==> src/rtl/core_spi_pkg.sv <==
// Shared definitions for the SPI master slice: FSM encoding, SPI mode
// constants and the transition selectors used by edge_idfr.
package core_spi_pkg;

    typedef enum logic [2:0] {
        ST_IDLE = 3'd0,
        ST_XFER = 3'd1,
        ST_TAIL = 3'd2,
        ST_LAT  = 3'd3,
        ST_DONE = 3'd4
    } spi_state_e;

    // {cpol, cpha}
    localparam logic [1:0] SPI_MODE0 = 2'b00;
    localparam logic [1:0] SPI_MODE1 = 2'b01;
    localparam logic [1:0] SPI_MODE2 = 2'b10;
    localparam logic [1:0] SPI_MODE3 = 2'b11;

    localparam string EDGE_POS  = "pos";
    localparam string EDGE_NEG  = "neg";
    localparam string EDGE_BOTH = "both";

endpackage

==> src/rtl/edge_idfr.sv <==
// Transition detector: dout is high for the cycle in which din makes the
// transition selected by TYPE, relative to its value on the previous clock.
module edge_idfr
    import core_spi_pkg::*;
#(
    parameter string TYPE = EDGE_POS
) (
    input  logic clk,
    input  logic rst_n,
    input  logic din,
    output logic dout
);

    logic prev_r;

    // previous sample of din
    always_ff @(posedge clk or negedge rst_n) begin
        if (!rst_n) begin
            prev_r <= 1'b0;
        end else begin
            prev_r <= din;
        end
    end

    generate
        if (TYPE == EDGE_NEG) begin : g_neg
            assign dout = ~din & prev_r;
        end else if (TYPE == EDGE_BOTH) begin : g_both
            assign dout = din ^ prev_r;
        end else begin : g_pos
            assign dout = din & ~prev_r;
        end
    endgenerate

endmodule

==> src/rtl/core_spi_master.sv <==
// SPI master with programmable mode, SCLK divider, word length, MISO sample
// latency and optional 3-wire turnaround.
module core_spi_master
    import core_spi_pkg::*;
#(
    parameter int W_DAT = 32,
    parameter int W_CNT = 8
) (
    input  logic             clk,
    input  logic             rst_n,
    input  logic [W_DAT-1:0] dat_mosi,
    output logic [W_DAT-1:0] dat_miso,
    input  logic             cpol,
    input  logic             cpha,
    input  logic [W_CNT-1:0] clk_div,
    input  logic [W_CNT-1:0] bit_cnt,
    input  logic             f_snd,
    output logic             f_fin,
    input  logic [W_CNT-1:0] miso_ltn,
    input  logic [W_CNT-1:0] mosi_cnt,
    output logic             bus_dir,
    output logic             csb,
    output logic             sclk,
    output logic             mosi,
    input  logic             miso
);

    typedef logic [W_CNT:0] cnt_t;

    function automatic cnt_t norm_div(input logic [W_CNT-1:0] d);
        if (d == {W_CNT{1'b0}}) return cnt_t'(1);
        else return {1'b0, d};
    endfunction

    function automatic cnt_t clamp_bits(input logic [W_CNT-1:0] b);
        if (b == {W_CNT{1'b0}}) return cnt_t'(1);
        else if (int'(b) > W_DAT) return cnt_t'(W_DAT);
        else return {1'b0, b};
    endfunction

    spi_state_e       state_r, state_s;
    logic             start_s, tick_s, edge_s, shift_s, turn_s, release_s;
    cnt_t             h_r, n_r, m_r, ltn_r, hcnt_r, ecnt_r, lcnt_r;
    cnt_t             n2_s, idx_s, n_new_s;
    cnt_t             rx_dly_r, rx_hcnt_r, rx_ecnt_r;
    logic             rx_act_r, cpol_r, cpha_r, three_wire_r;
    logic             csb_r, sclk_r, mosi_r, bus_dir_r, f_fin_r;
    logic [W_DAT-1:0] tx_sh_r, rx_sh_r, aligned_s;

    edge_idfr #(.TYPE(EDGE_POS)) u_start (
        .clk  (clk),
        .rst_n(rst_n),
        .din  (f_snd),
        .dout (start_s)
    );

    assign n_new_s   = clamp_bits(bit_cnt);
    assign aligned_s = dat_mosi << (W_DAT - int'(n_new_s));
    assign tick_s    = (hcnt_r == h_r);
    assign n2_s      = n_r << 1;

    // FSM state register
    always_ff @(posedge clk or negedge rst_n) begin
        if (!rst_n) begin
            state_r <= ST_IDLE;
        end else begin
            state_r <= state_s;
        end
    end

    // FSM next-state logic
    always_comb begin
        state_s = state_r;
        case (state_r)
            ST_IDLE: if (start_s) state_s = ST_XFER; else state_s = ST_IDLE;
            ST_XFER: if (tick_s && (ecnt_r + cnt_t'(1) == n2_s)) state_s = ST_TAIL; else state_s = ST_XFER;
            ST_TAIL: begin
                if (tick_s) state_s = (ltn_r == cnt_t'(0)) ? ST_DONE : ST_LAT;
                else state_s = ST_TAIL;
            end
            ST_LAT:  if (lcnt_r == ltn_r) state_s = ST_DONE; else state_s = ST_LAT;
            ST_DONE: state_s = ST_IDLE;
            default: state_s = ST_IDLE;
        endcase
    end

    // FSM output strobes; idx_s is the bit index a shift edge would put on mosi
    always_comb begin
        edge_s    = (state_r == ST_XFER) && tick_s;
        shift_s   = edge_s && (ecnt_r[0] != cpha_r);
        idx_s     = cpha_r ? (ecnt_r >> 1) : ((ecnt_r + cnt_t'(1)) >> 1);
        turn_s    = shift_s && three_wire_r && (idx_s == m_r);
        release_s = (state_r == ST_TAIL) && tick_s;
    end

    // transmit side: bus pins, timing counters, latched configuration
    always_ff @(posedge clk or negedge rst_n) begin
        if (!rst_n) begin
            csb_r <= 1'b1; sclk_r <= 1'b0; mosi_r <= 1'b0; bus_dir_r <= 1'b1; f_fin_r <= 1'b0;
            cpol_r <= 1'b0; cpha_r <= 1'b0; three_wire_r <= 1'b0;
            h_r <= cnt_t'(1); n_r <= cnt_t'(1); m_r <= cnt_t'(0); ltn_r <= cnt_t'(0);
            hcnt_r <= cnt_t'(0); ecnt_r <= cnt_t'(0); lcnt_r <= cnt_t'(0);
            tx_sh_r <= {W_DAT{1'b0}};
        end else begin
            f_fin_r <= (state_s == ST_DONE);
            case (state_r)
                ST_IDLE: begin
                    sclk_r <= cpol;
                    if (start_s) begin
                        cpol_r       <= cpol;
                        cpha_r       <= cpha;
                        h_r          <= norm_div(clk_div);
                        n_r          <= n_new_s;
                        m_r          <= {1'b0, mosi_cnt};
                        ltn_r        <= {1'b0, miso_ltn};
                        three_wire_r <= (mosi_cnt != {W_CNT{1'b0}}) && ({1'b0, mosi_cnt} < n_new_s);
                        hcnt_r       <= cnt_t'(1);
                        ecnt_r       <= cnt_t'(0);
                        csb_r        <= 1'b0;
                        mosi_r       <= aligned_s[W_DAT-1];
                        // cpha=1 re-drives bit 0 on the first leading edge
                        tx_sh_r      <= cpha ? aligned_s : {aligned_s[W_DAT-2:0], 1'b0};
                    end
                end
                ST_XFER: begin
                    if (tick_s) begin
                        hcnt_r <= cnt_t'(1);
                        ecnt_r <= ecnt_r + cnt_t'(1);
                        sclk_r <= ~sclk_r;
                    end else begin
                        hcnt_r <= hcnt_r + cnt_t'(1);
                    end
                    if (shift_s) begin
                        tx_sh_r <= {tx_sh_r[W_DAT-2:0], 1'b0};
                        mosi_r  <= (turn_s || !bus_dir_r) ? 1'b0 : tx_sh_r[W_DAT-1];
                    end
                    if (turn_s) bus_dir_r <= 1'b0;
                end
                ST_TAIL: begin
                    if (release_s) begin
                        hcnt_r    <= cnt_t'(1);
                        lcnt_r    <= cnt_t'(1);
                        csb_r     <= 1'b1;
                        sclk_r    <= cpol_r;
                        bus_dir_r <= 1'b1;
                        mosi_r    <= 1'b0;
                    end else begin
                        hcnt_r <= hcnt_r + cnt_t'(1);
                    end
                end
                ST_LAT:  lcnt_r <= lcnt_r + cnt_t'(1);
                ST_DONE: lcnt_r <= cnt_t'(0);
                default: lcnt_r <= cnt_t'(0);
            endcase
        end
    end

    // receive side: a copy of the edge timeline delayed by miso_ltn cycles
    always_ff @(posedge clk or negedge rst_n) begin
        if (!rst_n) begin
            rx_act_r <= 1'b0; rx_dly_r <= cnt_t'(0); rx_hcnt_r <= cnt_t'(0); rx_ecnt_r <= cnt_t'(0);
            rx_sh_r  <= {W_DAT{1'b0}};
        end else if ((state_r == ST_IDLE) && start_s) begin
            rx_act_r <= 1'b1; rx_dly_r <= {1'b0, miso_ltn}; rx_hcnt_r <= cnt_t'(0); rx_ecnt_r <= cnt_t'(0);
            rx_sh_r  <= {W_DAT{1'b0}};
        end else if (rx_act_r) begin
            if (rx_dly_r != cnt_t'(0)) begin
                rx_dly_r <= rx_dly_r - cnt_t'(1);
            end else if (rx_hcnt_r == h_r) begin
                rx_hcnt_r <= cnt_t'(1);
                rx_ecnt_r <= rx_ecnt_r + cnt_t'(1);
                if (rx_ecnt_r[0] == cpha_r) rx_sh_r <= {rx_sh_r[W_DAT-2:0], miso};
                if (rx_ecnt_r + cnt_t'(1) == n2_s) rx_act_r <= 1'b0;
            end else begin
                rx_hcnt_r <= rx_hcnt_r + cnt_t'(1);
            end
        end
    end

    assign csb      = csb_r;
    assign sclk     = sclk_r;
    assign mosi     = mosi_r;
    assign bus_dir  = bus_dir_r;
    assign f_fin    = f_fin_r;
    assign dat_miso = rx_sh_r;

endmodule

==> config.mk <==
export PLATFORM = sky130hd
export DESIGN_NAME = core_spi_master
export DESIGN_NICKNAME = d
export VERILOG_FILES = /design/src/rtl/core_spi_pkg.sv /design/src/rtl/edge_idfr.sv /design/src/rtl/core_spi_master.sv
export SDC_FILE = /design/constraint.sdc
export NUM_CORES = 1
export LEC_CHECK = 0
export ABC_AREA = 1
export ABC_CLOCK_PERIOD_IN_PS = 2500
export CAP_MARGIN = 0
export CORE_MARGIN = 1.5
export CORE_UTILIZATION = 30
export CTS_BUF_LIST = sky130_fd_sc_hd__clkbuf_4 sky130_fd_sc_hd__clkbuf_8
export DETAILED_ROUTE_END_ITERATION = 8
export PLACE_DENSITY = 0.5
export REMOVE_ABC_BUFFERS = 1
export SLEW_MARGIN = 0
export SYNTH_ARGS = -nofsm -noshare
export SYNTH_HDL_FRONTEND = slang
export SYNTH_SLANG_ARGS = --single-unit
==> constraint.sdc <==
create_clock -name clk -period 2.5 [get_ports clk]
set_clock_uncertainty 0.2 [all_clocks]
set_input_delay 0.5 -clock clk [delete_from_list [all_inputs] [get_ports clk]]
set_output_delay 0.5 -clock clk [all_outputs]
set_load 0.01 [all_outputs]
== After elaboration in Yosys (flattened, before gate mapping) ==
Cells that the tools add are included.

* Logic and storage cells: 150
* Output and inout port bits: 37
* Register bits after elaboration: 164

* $lt $le $gt $ge: 2
* Multiplexer cells: 57
* Reduce and logical (&&, ||, !) cells: 38
* Bitwise logic cells: 4
* Eq/ne operators: 18
* Shift operators: 1
* Add/subtract/negate cells: 7

{| class="wikitable"
|+ Operator list
! operator !! count
|-
| 32-bit 2-to-1 mux || 8
|-
| 9-bit 2-to-1 mux || 17
|-
| 32-bit one-hot mux with 2 select lines || 1
|-
| 9-bit one-hot mux with 3 select lines || 2
|-
| 9-bit by 1-bit adder with 9-bit output (second input constant) || 5
|-
| 9-bit equality test || 4
|-
| 8-bit 2-to-1 mux || 4
|-
| 32-bit by 32-bit << shifter with 32-bit output || 1
|-
| 9-bit one-hot mux with 2 select lines || 1
|-
| 3-bit AND reduction || 6
|-
| 8-bit zero test || 2
|-
| 1-bit 2-to-1 mux || 15
|-
| 2-bit nonzero test || 7
|-
| 2-bit != test (second input constant) || 6
|-
| 3-bit one-hot mux with 4 select lines || 1
|-
| 2-bit AND reduction || 5
|-
| 6-bit by 9-bit subtractor with 10-bit output (first input constant) || 1
|-
| 9-bit by 8-bit equality test with 1-bit output || 1
|-
| 9-bit zero test || 1
|-
| 3-bit 2-to-1 mux || 3
|-
| 9-bit nonzero test || 1
|-
| 9-bit by 1-bit subtractor with 9-bit output (second input constant) || 1
|-
| 8-bit equality test || 1
|-
| 8-bit by 6-bit greater-than comparator with 1-bit output (second input constant) || 1
|-
| other kinds (19) || 32
|}

== Longest topological paths before layout ==
Gate-level depths: netlist of run 1.

* Depth after elaboration: 9
* Gate-level depth with buffers: 22
* Gate-level depth less buffers: 19

== Cells and area by module ==
From an unflattened synthesis of run 1, not the netlist that was laid out.

* Cell total of the unflattened synthesis: 1627
* Area, all modules: 11046.8 um^2

{| class="wikitable"
|+ By module, submodules not included
! module !! area an instance (um^2) !! instances !! cells each
|-
| core_spi_master || 11011.8 || 1 || 1624
|-
| edge_idfr || 35.0 || 1 || 3
|}

== Worst setup path after synthesis of run 1 ==
Ideal clock, no wire load.

* Path type: input port to flip-flop
* From: input port bit_cnt[6]
* To: register tx_sh_r[18]
* Data required time: 2.237 ns
* Arrival time: 2.910 ns
* Library setup time: 0.063 ns
* Path slack: -0.672 ns
* Path buffers: 4
* Stages: 18
* Cells stage by stage: nor2_1 nand2_1 o21ai_2 buf_6 buf_2 nand2_1 ha_1 clkbuf_1 inv_1 clkbuf_1 nand3_1 nor2_2 inv_2 o21ai_1 nand3_1 nand3_1 nand2_1 inv_1

* Cells in the longest elaborated chain, start to end: 8
* Elaborated cells between the ends (all ways): 9
* Classes of those cells: 1 x add/sub; 1 x order compare; 1 x shift; 5 x mux; 1 x reduce/logical

{| class="wikitable"
|+ Ends and longest elaborated chain
! item !! line !! source
|-
| start, declared || core_spi_master.sv:16 || <nowiki>input logic [W_CNT-1:0] bit_cnt,</nowiki>
|-
| 8-bit by 6-bit greater-than comparator with 1-bit output || core_spi_master.sv:37 || <nowiki>else if (int'(b) > W_DAT) return cnt_t'(W_DAT);</nowiki>
|-
| 8-bit 2-to-1 mux || core_spi_master.sv:37 ||
|-
| 8-bit 2-to-1 mux * || core_spi_master.sv:36 || <nowiki>if (b == {W_CNT{1'b0}}) return cnt_t'(1);</nowiki>
|-
| 6-bit by 9-bit subtractor with 10-bit output * || core_spi_master.sv:58 || <nowiki>assign aligned_s = dat_mosi << (W_DAT - int'(n_new_s));</nowiki>
|-
| 32-bit by 32-bit << shifter with 32-bit output * || core_spi_master.sv:58 ||
|-
| 32-bit 2-to-1 mux * || core_spi_master.sv:122 || <nowiki>tx_sh_r <= cpha ? aligned_s : {aligned_s[W_DAT-2:0], 1'b0};</nowiki>
|-
| 32-bit 2-to-1 mux * || core_spi_master.sv:109 || <nowiki>if (start_s) begin</nowiki>
|-
| 32-bit one-hot mux with 2 select lines * || core_spi_master.sv:106 || <nowiki>case (state_r)</nowiki>
|-
| end signal, assigned || core_spi_master.sv:103 || <nowiki>tx_sh_r <= {W_DAT{1'b0}};</nowiki>
|-
| end signal, assigned || core_spi_master.sv:122 ||
|-
| end signal, assigned || core_spi_master.sv:134 || <nowiki>tx_sh_r <= {tx_sh_r[W_DAT-2:0], 1'b0};</nowiki>
|-
| end, declared || core_spi_master.sv:48 || <nowiki>logic [W_DAT-1:0] tx_sh_r, rx_sh_r, aligned_s;</nowiki>
|}

Every way passes the cells marked *; elsewhere a longest branch is shown, timed or not. The select of a mux whose other input is x is not followed.
A chain may end at the register's enable or synchronous reset.

== Final worst setup path of run 1 ==
* From: input port bit_cnt[4]
* To: register tx_sh_r[11]

The elaborated chain is that of the path after synthesis.

==> run_results.csv, run 1 <==
group,metric,value,unit
run_status,outcome,"finished with violations",
run_status,violations,"design-rule violations",
die,die-area,0.0375,mm^2
sta,fmax,409,MHz
power,p_comb_frac,0.210,
die,rows,69,
clocking,root_buffer,"clkbuf_8",
synth,synth_flop_cell,"dfrtp_1",
sta,hold_viol_final,0,
placed_design,gp_congestion,0.888,
synth,synth_cell_type_count,48,
power,ir_worst_vdd,287,uV
routing,drc,5,
sta,finalCritPeriodShare,0.978,
layout,area_delta_synth_final,40.3,%
placed_design,dpl.hpwl,24000,um
synth,synth_enable_flop_cells,0,
sta,fin_crit,2.45,ns
routing,vias,11304,
global_routing,track_usage,0.185,
synth,syn_area_per_cell,6.84,um^2
global_routing,antenna_found_initial,0,
setup_path,worstReg2RegStart,"h_r[0]$_DFFE_PN1P_",
power,clockPowerShare,0.352,
die,initial_utilization,0.306,
sta,holdWs,0.247,ns
routing,vias_per_cell,4.99,
placed_design,port_buffers,106,
die,coreArea,0.0357,mm^2
layout,final_common_cell,"nand2_1",
routing,m1WireLength,16200,um
routing,dr.pass1.iters,9,
routing,routed.top_layer,"met4",
setup_path,end_kind,"flip-flop",
routing,drt_iter0_drc,710,
sta,slew_headroom,0.629,
sta,setup_ws,0.0540,ns
die,die_x,194,um
clocking,cts_buffer_depth,2,
routing,routed_wl,34900,um
clocking,clock_sinks,163,
die,die_y,194,um
synth,synth_area,0.0109,mm^2
global_routing,grt_max_degree,63,
setup_path,arrival,2.61,ns
placed_design,placed_area,0.0133,mm^2
clocking,htree_levels,4,
power,p_int,0.00419,W
power,powerDensity,393,mW/mm^2
sta,max_slew.worst_pin.slew,0.552,ns
placed_design,dp.cells,2203,
power,p_sw,0.00182,W
clocking,numCtsBuffers,17,
routing,ant_nets,0,
routing,met2_length,16800,um
layout,postLayoutCellArea,0.0153,mm^2
global_routing,grt_pass1_vias,11122,
power,power.leakage,7.24,nW
power,pwr-share-seq,0.439,
layout,multiInputGateArea,0.00685,mm^2
setup_path,cp_max_fo,6,
layout,stdcell_count,2266,
sta,slew_violations,0,
synth,async_reset_ff_frac,1.00,
routing,avgRoutedWirePerCell,15.4,um
global_routing,grt_overflow,0,
synth,ys_seq_area_frac,0.375,
setup_path,cp-start-kind,"input port",
setup_path,crit_type,"input port to flip-flop",
setup_path,rr_worst_depth,15,
layout,layout_common_cells,"nand2_1, nand3_1, inv_1",
clocking,clkLatencyLatePin,0.48,ns
global_routing,grt_pass1_wl,56700,um
min_path,hp-class,"input port to async pin",
layout,fin_nets,1876,
setup_path,rr_endpoint,"tx_sh_r[26]$_DFFE_PN0P_",
synth,syn_inst,1592,
placed_design,place_ws,-0.907,ns
layout,n_fill_cell,3670,
clocking,cts_tree,"built",
job,maxCapViolations,0,
layout,antennaDiodeCount,0,
sta,rsz0062_at_grt,"yes",
synth,ys_seq_elements,163,
layout,register_area,0.00408,mm^2
sta,finalSetupViolCount,0,
layout,layout-drive-gt1-share,0.252,
setup_path,reg2reg_slack,0.15,ns
routing,met3WireLength,1120,um
power,swShare,0.302,
setup_path,worstPathRequired,2.66,ns
synth,yosysWarnings,0,
power,power,0.00601,W
die,pin_count,107,
clocking,clkTransAtPathRegs,0.09,ns
[worst max-delay path, cell delays in order]
cell	delay, ns
clkbuf_2	0.10
nor2_2	0.13
nand2_2	0.07
o21ai_4	0.20
nand2_2	0.10
ha_4	0.19
inv_6	0.07
nand2_8	0.09
buf_16	0.17
nand2_2	0.07
inv_1	0.05
nand2_2	0.11
nand3_2	0.12
nand2_2	0.11
nand2_4	0.07
nand2_2	0.09
nand2_2	0.06
nand4_1	0.07
nand2_1	0.06
o22ai_1	0.11
inv_1	0.05
[logic make-up (layout without fill, tap and decap cells)]
group / after synthesis / after routing / share of synthesized area
simple gates: 893 / 893 / 0.367
buf+inv: 264 / 475 / 0.0994
compound gates: 216 / 217 / 0.108
flops: 163 / 163 / 0.375
xor+xnor: 41 / 41 / 0.0336
fa+ha+maj: 14 / 14 / 0.0161
other cells: 1 / 2 / 0.000344
[per-layer routing]
| layer | up-vias | GRT usage |
|---|---|---|
| met2 | 241 | 0.315 |
| met5 | - | 0 |
| li1 | 5664 | - |
| met4 | 0 | 0.0659 |
| met3 | 46 | 0.0228 |
| met1 | 5353 | 0.241 |
[power by group through the flow]
stage | Clock, W | Combinational (W) | Sequential, W
global placement | 0 | 0.000977 | 0.00269
floorplan | 0 | 0.000481 | 0.00269
finish | 0.00211 | 0.00126 | 0.00264
CTS | 0.00218 | 0.00121 | 0.00264
global route | 0.00227 | 0.00138 | 0.00264
detailed placement | 0 | 0.000972 | 0.00269
[through the flow]
step / utilization / TNS, ns
2_1_floorplan: - / -203.17
3_3_place_gp: 0.372 / -26.99
3_5_place_dp: 0.372 / -28.52
4_1_cts: 0.413 / -0.0144
5_1_grt: 0.429 / -0.534
6_report: 0.429 / 0
[registers in the layout (all words and copies together), names as in the netlist, 3 cells and up]
name,flops
rx_ecnt_r,9
state_r,3
h_r,8
m_r,8
tx_sh_r,32
n_r,8
rx_dly_r,9
dat_miso,32
lcnt_r,9
ecnt_r,9
hcnt_r,9
rx_hcnt_r,9
ltn_r,8
[how the worst max path moves through the flow]
stage / from / endpoint / slack [ns] / cells past startpoint
floorplan: state_r[2]$_DFF_PN0_ / dat_miso[10]$_DFFE_PN0P_ / -2.25 / 10
global placement: bit_cnt[6] / tx_sh_r[21]$_DFFE_PN0P_ / -0.87 / 21
detailed placement: bit_cnt[6] / tx_sh_r[23]$_DFFE_PN0P_ / -0.91 / 20
CTS: bit_cnt[3] / tx_sh_r[13]$_DFFE_PN0P_ / -0.01 / 20
global route: bit_cnt[4] / tx_sh_r[13]$_DFFE_PN0P_ / -0.08 / 20
finish: bit_cnt[4] / tx_sh_r[11]$_DFFE_PN0P_ / 0.05 / 21
[layout make-up]
class,count,area share
Timing Repair Buffer,255,0.172
Multi-Input combinational cell,1167,0.448
Sequential cell,163,0.267
Clock buffer,20,0.0176
Clock inverter,12,0.0102
Tap cell,461,0.0377
Inverter,188,0.0471
[Yosys cell counts, types with 10 or more instances]
library cell,instances,area share
o21ai_1,27,0.012
nor2_1,103,0.035
dfrtp_1,159,0.37
ha_1,14,0.016
nand4_1,32,0.018
or2_2,10,0.0057
o22ai_1,11,0.0063
o21ai_0,103,0.047
nand2_1,374,0.13
xor2_1,27,0.022
inv_1,177,0.061
a21oi_1,46,0.021
buf_2,29,0.013
clkbuf_1,34,0.012
nor3_1,28,0.013
nand3_1,313,0.14
xnor2_1,13,0.010
[repair_timing]
| item | 4_1_cts | 5_1_grt |
|---|---|---|
| gates resized for setup | 220 | 88 |
| pin swaps | 56 | 36 |
| hold endpoints to repair | 24 | 0 |
| endpoints found under the setup margin | 33 | 73 |
| hold buffers | 1 | 0 |
| gates cloned | 6 | 9 |
| setup buffers | 4 | 11 |
No activity file was read; power rests on OpenSTA's default activity.
==> inputs of run 2 (changes only) <==
Settings changed: CORE_UTILIZATION 30 to 34, PLACE_DENSITY 0.5 to 0.55.
==> run 2 against run 1 <==
Against the previous run:
- the run now ends clean
- register-to-register slack worse by 0.04 ns
- sequential power about the same
- maximum frequency down 1.2%
- via count up 1.3%
- cell count down 2.6%
- worst hold slack better by 0.0097 ns
- clock-buffer cell count down 1
- highest routed layer unchanged
==> run_results.csv, run 2 (same netlist as run 1, synthesis figures left out) <==
group,metric,value,unit
power,powerDensity,396,mW/mm^2
die,die-area,0.0331,mm^2
global_routing,top_usage_layer,"met2",
sta,finalCritPeriodShare,0.990,
layout,layout-drive-gt1-share,0.293,
run_status,outcome,"complete, no violations",
routing,routed_wl,34000,um
routing,vias_per_cell,5.19,
power,ir_worst_vdd,376,uV
setup_path,cp-start-kind,"input port",
die,die_x,182,um
sta,setup_tns,0,ns
sta,holdWs,0.256,ns
clocking,numCtsBuffers,17,
global_routing,grt_max_degree,74,
layout,antennaDiodeCount,0,
min_path,hp-class,"input port to async pin",
placed_design,port_buffers,106,
sta,rsz0062_at_grt,"yes",
clocking,clock_sinks,163,
global_routing,grt_overflow,0,
die,coreArea,0.0316,mm^2
global_routing,use_met3,0.0263,
layout,final_common_cell,"nand2_1",
global_routing,use_met1,0.266,
placed_design,gp_congestion,0.890,
setup_path,crit_type,"input port to flip-flop",
layout,n_fill_cell,3073,
placed_design,dpl.hpwl,23200,um
die,pin_count,107,
routing,vias,11453,
clocking,clkTransAtPathRegs,0.09,ns
power,power.leakage,7.33,nW
clocking,cts_buffer_depth,2,
sta,finalSetupViolCount,0,
layout,layout_common_cells,"nand2_1, inv_1, dfrtp_1",
sta,fmax,404,MHz
layout,final_core_util,0.497,
routing,dr.pass1.iters,5,
sta,slew_violations,0,
global_routing,antenna_found_initial,0,
clocking,clkLatencyLatePin,0.46,ns
setup_path,worstPathRequired,2.68,ns
routing,ant_nets,0,
global_routing,grtUsageMet2,0.340,
global_routing,grt_pass1_wl,54500,um
setup_path,end_kind,"flip-flop",
job,maxCapViolations,0,
layout,fin_nets,1876,
clocking,htree_levels,4,
sta,max_slew.worst_pin.slew,0.540,ns
routing,avgRoutedWirePerCell,15.4,um
routing,drc,0,
layout,area_delta_synth_final,43.8,%
placed_design,place_ws,-0.911,ns
sta,hold_viol_final,0,
global_routing,track_usage,0.200,
setup_path,cp_max_fo,8,
routing,drt_iter0_drc,594,
setup_path,arrival,2.65,ns
clocking,root_buffer,"clkbuf_8",
die,initial_utilization,0.345,
die,rows,65,
global_routing,grt_pass1_vias,10898,
sta,fin_crit,2.47,ns
sta,setup_ws,0.0251,ns
die,die_y,182,um
clocking,cts_tree,"built",
sta,slew_headroom,0.636,
## run 2: layout make-up
class	count	area, um^2	area share
inverters	188	716	0.0457
multi-input cells	1167	7250	0.463
clock buffers	19	262	0.0167
flip-flops and latches	163	4080	0.261
well taps	402	503	0.0321
clock inverters	13	195	0.0125
repair buffers	255	2660	0.170
## run 2: timing repair
action | in CTS | in global routing
endpoints found under the setup margin | 33 | 82
setup buffers | 6 | 11
endpoints found under the hold margin | 25 | 0
cloned | 7 | 10
hold buffers | 1 | 0
gates resized for setup | 132 | 293
pin swaps | 31 | 105
## run 2: layer usage
metal  up-vias  wire, um
li1       5661         -
met1      5494     15700
met2       250     16700
met3        48      1050
met4         0       607
met5         -         0
## run 2: worst paths after layout
check	slack, ns	depth (start not counted)	to	start
min in group clk	0.27	2	csb$_DFFE_PN1P_	csb$_DFFE_PN1P_
max reg2reg	0.11	12	tx_sh_r[30]$_DFFE_PN0P_	h_r[2]$_DFFE_PN0P_
max	0.03	19	mosi$_DFFE_PN0P_	bit_cnt[3]
min reg2reg	0.27	2	csb$_DFFE_PN1P_	csb$_DFFE_PN1P_
max in group asynchronous	1.16	3	h_r[0]$_DFFE_PN1P_	rst_n
min	0.26	2	rx_dly_r[2]$_DFFE_PN0P_	rst_n
## run 2: metrics by stage
stage	instance area (um^2)	total power, W	std cells
final	15700	0.00620	2207
after global routing	15700	0.00646	2207
after CTS	14300	0.00602	2188
after detailed placement	13100	0.00363	2143
after global placement	13100	0.00363	2143
after floorplan	10500	0.00317	1517
## run 2: critical path, cell delays in order
cell     delay (ns)
buf_8          0.10
nor2_4         0.13
nand2_2        0.08
o21ai_4        0.19
nand2_2        0.11
ha_4           0.19
inv_4          0.08
buf_6          0.12
nand3_4        0.09
nand2_8        0.10
buf_6          0.11
buf_16         0.11
buf_12         0.13
nand3_1        0.11
nand3_1        0.11
nand3_2        0.11
nand2_4        0.11
nand2_1        0.05
a21oi_1        0.13
## run 2: power by group
| group | leakage, nW | internal [W] | switching [W] |
|---|---|---|---|
| clock network | 0.232 | 0.00116 | 0.00107 |
| logic | 5.19 | 0.000543 | 0.000799 |
| registers | 1.91 | 0.00264 | 0.000000222 |
